### src/rtl/disp_sched.sv
// Display scheduler: picks one of four 16-bit debug sources for the 4-digit display.
// Optional DISP_SCHED_TAG_EN replaces the top digit with the source number.
module disp_sched #(
    parameter int DEB_W   = 16,
    parameter int DWELL_W = 24
) (
    input  logic        clk,
    input  logic        rst,
    input  logic [15:0] src0,
    input  logic [15:0] src1,
    input  logic [15:0] src2,
    input  logic [15:0] src3,
    input  logic [3:0]  src_valid,
    input  logic        btn_next,
    input  logic        auto_en,
    input  logic        freeze,
    output logic [15:0] digit,
    output logic [1:0]  page,
    output logic [3:0]  page_led
);

    typedef enum logic [1:0] {MANUAL, AUTO, HOLD} state_t;

    state_t             state;
    state_t             state_next;
    logic               btn_s0;
    logic               btn_s1;
    logic               deb_lvl;
    logic [DEB_W-1:0]   deb_cnt;
    logic [DWELL_W-1:0] dwell;
    logic               next_pulse;
    logic               dwell_done;
    logic               page_lost;
    logic               want_adv;
    logic               page_chg;
    logic               found;
    logic [1:0]         target;
    logic [15:0]        src_sel;

    // Synchronizer plus debounce; the level only moves after a full counter run.
    always_ff @(posedge clk or posedge rst) begin
        if (rst) begin
            btn_s0  <= 1'b0;
            btn_s1  <= 1'b0;
            deb_lvl <= 1'b0;
            deb_cnt <= '0;
        end else begin
            btn_s0 <= btn_next;
            btn_s1 <= btn_s0;
            if (btn_s1 == deb_lvl) begin
                deb_cnt <= '0;
            end else if (&deb_cnt) begin
                deb_lvl <= btn_s1;
                deb_cnt <= '0;
            end else begin
                deb_cnt <= deb_cnt + 1'b1;
            end
        end
    end

    // Fires on the same edge the debounced level rises.
    assign next_pulse = btn_s1 & ~deb_lvl & (&deb_cnt);

    // The mode decoded from this cycle's inputs governs this edge's actions.
    always_comb begin
        state_next = MANUAL;
        if (freeze) begin
            state_next = HOLD;
        end else if (auto_en) begin
            state_next = AUTO;
        end
    end

    always_ff @(posedge clk or posedge rst) begin
        if (rst) begin
            state <= MANUAL;
        end else begin
            state <= state_next;
        end
    end

    // Upward search with wrap for the next requester wanting display time.
    always_comb begin
        target = page;
        found  = 1'b0;
        for (int i = 1; i < 4; i++) begin
            if (!found && src_valid[page + 2'(i)]) begin
                target = page + 2'(i);
                found  = 1'b1;
            end
        end
    end

    always_comb begin
        src_sel = src0;
        case (page)
            2'd0: src_sel = src0;
            2'd1: src_sel = src1;
            2'd2: src_sel = src2;
            2'd3: src_sel = src3;
            default: src_sel = src0;
        endcase
    end

    assign dwell_done = (state_next == AUTO) && (&dwell);
    assign page_lost  = !src_valid[page] && (|src_valid);
    assign want_adv   = (state_next != HOLD) && (next_pulse || dwell_done || page_lost);
    assign page_chg   = want_adv && found;

    always_ff @(posedge clk or posedge rst) begin
        if (rst) begin
            page  <= 2'd0;
            dwell <= '0;
        end else begin
            if (page_chg) begin
                page <= target;
            end
            // Cleared outside AUTO, on the entry edge, and on every page move.
            if (state_next != AUTO || state != AUTO || page_chg) begin
                dwell <= '0;
            end else begin
                dwell <= dwell + 1'b1;
            end
        end
    end

    always_ff @(posedge clk or posedge rst) begin
        if (rst) begin
            digit <= 16'h0000;
        end else if (state_next != HOLD) begin
            if (!src_valid[page]) begin
                digit <= 16'h0000;
            end else begin
`ifdef DISP_SCHED_TAG_EN
                digit <= {2'b00, page, src_sel[11:0]};
`else
                digit <= src_sel;
`endif
            end
        end
    end

    assign page_led = 4'b0001 << page;

endmodule

### config.mk
export PLATFORM = sky130hd
export DESIGN_NAME = disp_sched
export DESIGN_NICKNAME = d
export VERILOG_FILES = /design/src/rtl/disp_sched.sv
export SDC_FILE = /design/constraint.sdc
export NUM_CORES = 1
export LEC_CHECK = 0
export CORE_AREA = 5 5 87 89
export CTS_CLUSTER_DIAMETER = 100
export DETAILED_ROUTE_END_ITERATION = 6
export DIE_AREA = 0 0 92 94
export GPL_TIMING_DRIVEN = 0
export PLACE_DENSITY = 0.84
export SLEW_MARGIN = 15
export SYNTH_ARGS = -nofsm -noshare
export SYNTH_HDL_FRONTEND = slang
export SYNTH_SLANG_ARGS = --single-unit
### constraint.sdc
create_clock -name clk -period 5.4 [get_ports clk]
set_input_delay 1.35 -clock clk [delete_from_list [all_inputs] [get_ports clk]]
set_output_delay 1.35 -clock clk [all_outputs]
set_load 0.005 [all_outputs]
==> results of run 1 <==
==> state kept, by name (all words and copies together), names as in the netlist <==
register	cells
btn_s0	1
btn_s1	1
deb_cnt	16
deb_lvl	1
digit	16
dwell	24
page	2
state	2
==> worst max-delay path: cells and delay by family (launching register included) <==
kind                       cells  cell delay [ns]
buffers and inverters          2             0.72
DFF                            1             0.49
adders and majority gates      1             0.38
==> how the worst max path moves through the flow <==
stage / endpoint / slack (ns) / cells after the start
detailed placement: dwell[7] / 1.94 / 7
finish: page_led[1] / 2.12 / 3
CTS: page_led[1] / 2.10 / 3
floorplan: btn_s0 / 2.48 / 1
global placement: dwell[19] / 1.41 / 2
global route: page_led[1] / 2.05 / 3
==> final cells by class <==
class	count	area, um^2
plain buffers	16	70.1
repair buffers	94	941
clock inverters	7	96.3
inverters	5	21.3
multi-input cells	236	1630
well taps	80	100
fillers	505	2120
clock buffers	9	124
flip-flops and latches	63	1580
==> power breakdown <==
group	total, mW	switching [mW]	internal, mW	leakage, nW
clock	0.454	0.194	0.260	0.102
sequential	0.602	0.0601	0.542	0.855
combinational	0.739	0.336	0.403	0.917
total	1.80	0.590	1.21	1.87
==> synthesized netlist by cell type, types with 2 or more instances <==
library cell and n:
buf_2 2, nor3_1 3, ha_1 7, mux4_2 3, nand2_1 30, clkbuf_1 13, and4_1 6, nor2b_1 3
a222oi_1 16, mux2i_1 2, or3_1 3, nand3_1 9, dfrtp_1 63, a21oi_1 3, mux2_1 2, xor2_1 20
xnor2_1 15, nor2_1 44, nand4_1 9, nor4_1 2, and2_1 2, o21ai_1 9, and3_1 7, a22o_1 16
inv_1 5, o21ai_0 12
==> per-stage QoR <==
stage | instances | utilization [%] | hold slack, ns
final | 510 | 68.3 | 0.379
after global routing | 510 | 68.3 | 0.382
after CTS | 510 | 68.3 | 0.379
after detailed placement | 494 | 65.0 | 0.362
after global placement | 494 | 64.9 | 0.371
after floorplan | 320 | - | 0.331
==> cell families after synthesis <==
group | after synthesis | synth area share [%]
AO/OA/AOI/OAI | 61 | 14.5
adder cells (fa/ha/maj) | 7 | 2.66
flip-flops | 63 | 47.8
multiplexers | 7 | 3.34
XOR/XNOR | 35 | 9.29
AND/OR/NAND/NOR | 126 | 19.7
buffers and inverters | 21 | 2.69
==> per-layer routing <==
layer,track usage (%),wire length (um),vias up
met5,0,0,-
met4,9.65,284,0
met3,7.61,746,26
met2,36.1,4340,106
met1,23.8,3400,1425
li1,-,-,1380
==> results.txt, run 1 <==
Library cell occupying the most area in the post-synthesis netlist: dfrtp_1
Final setup violation count: 0
Summed instance area of the synthesized netlist: 3300 um^2
IO Pins: 95
Number of detailed-route iterations in the first pass: 5
Outcome: finished clean
Layout net count: 505
Vias per inst: 5.76
Layout Area Growth over Synthesis: 38.3%
Layout cell share with drive strength beyond 1: 6.98%
Category of the worst setup path capture point: primary output
Worst reg2reg startpoint: page[0]
Level count of the clock H-tree: 3
Most common cell after layout, fill and taps aside: clkdlybuf4s50_1
Via count of the routed design: 2937
Slew HR: 49.8%
CP startpoint kind: flip-flop
Required time of the critical path: 4.05 ns
Violation count after the first detailed-routing iteration: 149
Worst hold path endpoint: btn_s1
Count of buffers inserted at the top-level ports: 94
Beginning of the critical path: page[1]
Register-to-Register Setup Slack: 2.92 ns
First-pass GRT wire length: 14.4 mm
Number of post-CTS setup repair buffers: 0
Final setup margin: 2.12 ns
Number of global-route vias before repair: 3063
Worst-Margin Slew: 0.753 ns
Source of the worst hold timing path: btn_s0
Total power density per cell area: 394 nW/um^2
Critical path, cell by cell: inv_1, ha_1, clkdlybuf4s50_1
Num CTS Buffers: 9
Number of instances on the worst hold path: 0
Clock transition at the registers of the reported paths: 0.07 ns
Setup slack after placement: 1.94 ns
Final std cell area, no fill: 4560 um^2
DIE WIDTH: 92 um
Dominant synthesized flop cell: dfrtp_1
Maximum count of clock buffers along a single path: 2
Placed standard-cell area: 4340 um^2
Cells resized by post-CTS repair: 0
Maximum Capacitance Violations: 0
Share of Yosys cell area claimed by the top area cell type: 47.8%
Post-synth net total: 400
DRT Wirelength: 8.77 mm
Peak supply drop: 245 uV
Share of synthesized area occupied by flip-flops and latches: 47.8%
Synth unique cells: 40
Tcrit/Tclk final: 60.7%
TritonCTS clock tree: yes
Number of antenna violations at the first check in global routing: 0
Synth warn: 0
Overall Power: 1.80 mW
Gate count after technology mapping: 320
Slew Viols, Final: 0
Cell at the root of the clock tree: clkbuf_8
Final number of hold-violating endpoints: 0
Total global routing overflow: 0
Depth of the most critical reg-to-reg path: 7
Post-detailed-route DRC marker count: 0
Worst reg2reg endpoint: page[1]
Aggregate global-route resource usage: 21.2%
Setup repair after global routing missed its margin: no
Cts-stage hold buffer count: 0
LEAKAGE: 1.87 nW
Worst Path Arrival: 1.93 ns
Maximum number of pins on one net before global-route repair: 64
DIE AREA: 8650 um^2
Largest stage delay on the critical path: 0.58 ns
FMAX: 305 MHz
Most frequent cells in the layout: clkdlybuf4s50_1, dfrtp_1, nor2_1, nand2_1, xor2_1
Per-cell routed wire length: 17.2 um
Post-synth EDFFs: 0
Worst setup skew after layout: 0.00561 ns
Diode count: 0
Biggest fanout along the worst timing path: 10
Num rows: 30
Placeable Area: 6680 um^2
Yosys reg bits: 63
Dpl hpwl: 6.44 mm
Initial Utilization: 49.4%
Ys async rst share: 100%
Minimum clock period: 3.28 ns
Clock insertion delay at the later pin of the skew report: 0.34 ns
Total clock sinks: 63
Ranking of synthesized cells by area: dfrtp_1, xor2_1, nor2_1, a222oi_1, a22o_1
Worst min-delay path class: reg2reg
Placer congestion estimate: 0.929
Final TNS setup: 0 ns
Synthesized area per cell: 10.3 um^2
Die Span Y: 94 um
Routed Antenna Nets: 0
Highest-delay cell along the critical path: clkdlybuf4s50_1
Type of the worst setup path: reg2out
(Power assumes the default switching activity.)
==> inputs of run 2 (changes only) <==
CORE_AREA = 5 5 94 96   (was 5 5 87 89)
DIE_AREA = 0 0 99 101   (was 0 0 92 94)
PLACE_DENSITY = 0.76   (was 0.84)
clock period = 2.8 ns   (was 5.4 ns; I/O delays follow)
==> results.txt, run 2 (synthesis results as in run 1) <==
Minimum clock period: 2.68 ns
Layout Area Growth over Synthesis: 38.6%
Routed Antenna Nets: 0 (unchanged)
Num CTS Buffers: 9 (unchanged)
Most frequent cells in the layout: clkdlybuf4s50_1, dfrtp_1, nor2_1, nand2_1, xor2_1
Level count of the clock H-tree: 3 (unchanged)
Sequential Area: 1580 um^2 (unchanged)
Maximum count of clock buffers along a single path: 2 (unchanged)
Die Span Y: 101 um (+7.4%)
Source of the worst hold timing path: btn_s0
Worst min-delay path class: reg2reg
Num rows: 33 (+10%)
TritonCTS clock tree: yes
LEAKAGE: 1.87 nW (-0.18%)
Aggregate global-route resource usage: 17.9% (-3.3 points)
Number of post-CTS setup repair buffers: 0 (unchanged)
Slew HR: 48.8% (-1.0 points)
Slew Viols, Final: 0 (unchanged)
Vias per inst: 5.38 (-6.5%)
Per-cell routed wire length: 15.9 um (-7.5%)
Total clock sinks: 63 (unchanged)
Setup slack after placement: -0.0491 ns (-1.99 ns)
Largest stage delay on the critical path: 0.60 ns (+0.02 ns)
Peak supply drop: 576 uV (+140%)
Count of buffers inserted at the top-level ports: 94 (unchanged)
Initial Utilization: 41.4% (-8.0 points)
DIE WIDTH: 99 um (+7.6%)
Number of instances on the worst hold path: 0 (unchanged)
Highest-delay cell along the critical path: clkdlybuf4s50_1
Worst hold path endpoint: btn_s1
Register containing the most flip-flops in the final layout: dwell
Placer congestion estimate: 0.777 (-16%)
Number of antenna violations at the first check in global routing: 0 (unchanged)
Register-to-Register Setup Slack: 0.29 ns (-2.63 ns)
Fin Hold WS: 0.357 ns (-0.0224 ns)
Post-detailed-route DRC marker count: 0 (unchanged)
FMAX: 374 MHz
Cell at the root of the clock tree: clkbuf_8
Required time of the critical path: 2.10 ns (-1.95 ns)
DP Cell Count: 519 (+5.1%)
Peak-usage layer in the global routing report: met2
Registers with the highest flip-flop counts: dwell: 24 flops, deb_cnt: 16 flops, digit: 16 flops
Depth of the most critical reg-to-reg path: 7 (unchanged)
Met1 Use GR: 19.2% (-4.6 points)
Flip-flop count of the largest register after layout: 24 (unchanged)
Cts-stage hold buffer count: 0 (unchanged)
Category of the worst setup path capture point: primary output
Total power density per cell area: 739 nW/um^2 (+88%)
Total global routing overflow: 0 (unchanged)
Final setup violation count: 0 (unchanged)
Number of global-route vias before repair: 3066 (+0.098%)
IO Pins: 95 (unchanged)
Most common cell after layout, fill and taps aside: clkdlybuf4s50_1
Dpl hpwl: 6.46 mm (+0.34%)
Layout cell share with drive strength beyond 1: 6.53% (-0.45 points)
Post-route insts no fill: 534 (+4.7%)
Final setup margin: 0.123 ns (-2.00 ns)
Diode count: 0 (unchanged)
Multi-input combinational cell area: 1630 um^2 (unchanged)
Outcome: finished clean
Worst setup skew after layout: 0.00777 ns (+0.00216 ns)
CP startpoint kind: flip-flop
Placeable Area: 7970 um^2 (+19%)
Cells resized by post-CTS repair: 0 (unchanged)
Clock transition at the registers of the reported paths: 0.07 ns (about the same)
Grt met3 use: 6.16% (-1.5 points)
Type of the worst setup path: reg2out
Maximum number of pins on one net before global-route repair: 64 (unchanged)
M2 GR Usage: 32.3% (-3.7 points)
DIE AREA: 10000 um^2 (+16%)
Layout net count: 505 (unchanged)
Worst-Margin Slew: 0.768 ns (+0.0152 ns)
Worst Path Arrival: 1.98 ns (+0.05 ns)
Final number of hold-violating endpoints: 0 (unchanged)
Biggest fanout along the worst timing path: 10 (unchanged)
Setup repair after global routing missed its margin: no
Critical path, cell by cell: inv_1, ha_1, clkdlybuf4s50_1
Worst reg2reg endpoint: page[1]
Violation count after the first detailed-routing iteration: 146 (-2.0%)
Maximum Capacitance Violations: 0 (unchanged)
First-pass GRT wire length: 14.3 mm (-0.81%)
Via count of the routed design: 2875 (-2.1%)
DRT Wirelength: 8.50 mm (-3.1%)
Worst reg2reg startpoint: page[0]
Tcrit/Tclk final: 95.6%
Clock insertion delay at the later pin of the skew report: 0.33 ns (about the same)
Fill cell total of the finished layout: 674 (+33%)
Number of detailed-route iterations in the first pass: 5 (unchanged)
## run 2: cell types whose count changed in the layout (fill, tap and decap cells not counted), sizes merged
| cell | previous run | this run |
|---|---|---|
| bufinv | 2 | 1 |
| clkbuf | 22 | 25 |
| clkinvlp | 3 | 1 |
| inv | 6 | 5 |
## run 2: per-layer routing
layer | wire length [um] | vias up
met5 | 0 | -
met4 | 140 | 0
met3 | 689 | 12
met2 | 4320 | 100
met1 | 3350 | 1382
li1 | - | 1381
## run 2: worst max-delay path by stage
stage | endpoint | slack [ns] | startpoint
after global placement | dwell[19] | -0.53 | rst
after global routing | page_led[1] | 0.04 | page[1]
after CTS | page_led[1] | 0.12 | page[1]
after detailed placement | dwell[11] | -0.05 | src_valid[3]
final | page_led[1] | 0.12 | page[1]
after floorplan | page[1] | 0.51 | page[0]
## run 2: where the power goes
group,switching (mW),internal [mW]
clock network,0.327,0.453
registers,0.111,1.05
logic,0.665,0.777
total,1.10,2.28
## run 2: worst max-delay path: cells and delay by family, from the launching register on
kind / cells / cell delay (ns)
fa+ha+maj: 1 / 0.43
buf+inv: 2 / 0.72
flops: 1 / 0.49
## run 2: final cells by class
type                       count  share of cell area (%)
buffer                        16                    1.53
tap                          105                    2.87
timing repair buffer          94                    20.6
inverter                       5                   0.465
clock inverter                 3                   0.931
multi-input combinational    236                    35.7
clock buffer                  12                    3.39
sequential                    63                    34.5
## run 2: stage by stage
stage	instance area, um^2	utilization [%]	power, mW	TNS [ns]
after global routing	4570	57.4	3.59	0
after detailed placement	4370	54.9	2.61	-0.681
after floorplan	3300	-	1.94	0
after CTS	4570	57.4	3.41	0
after global placement	4370	54.8	2.58	-33.20
final	4570	57.4	3.38	0
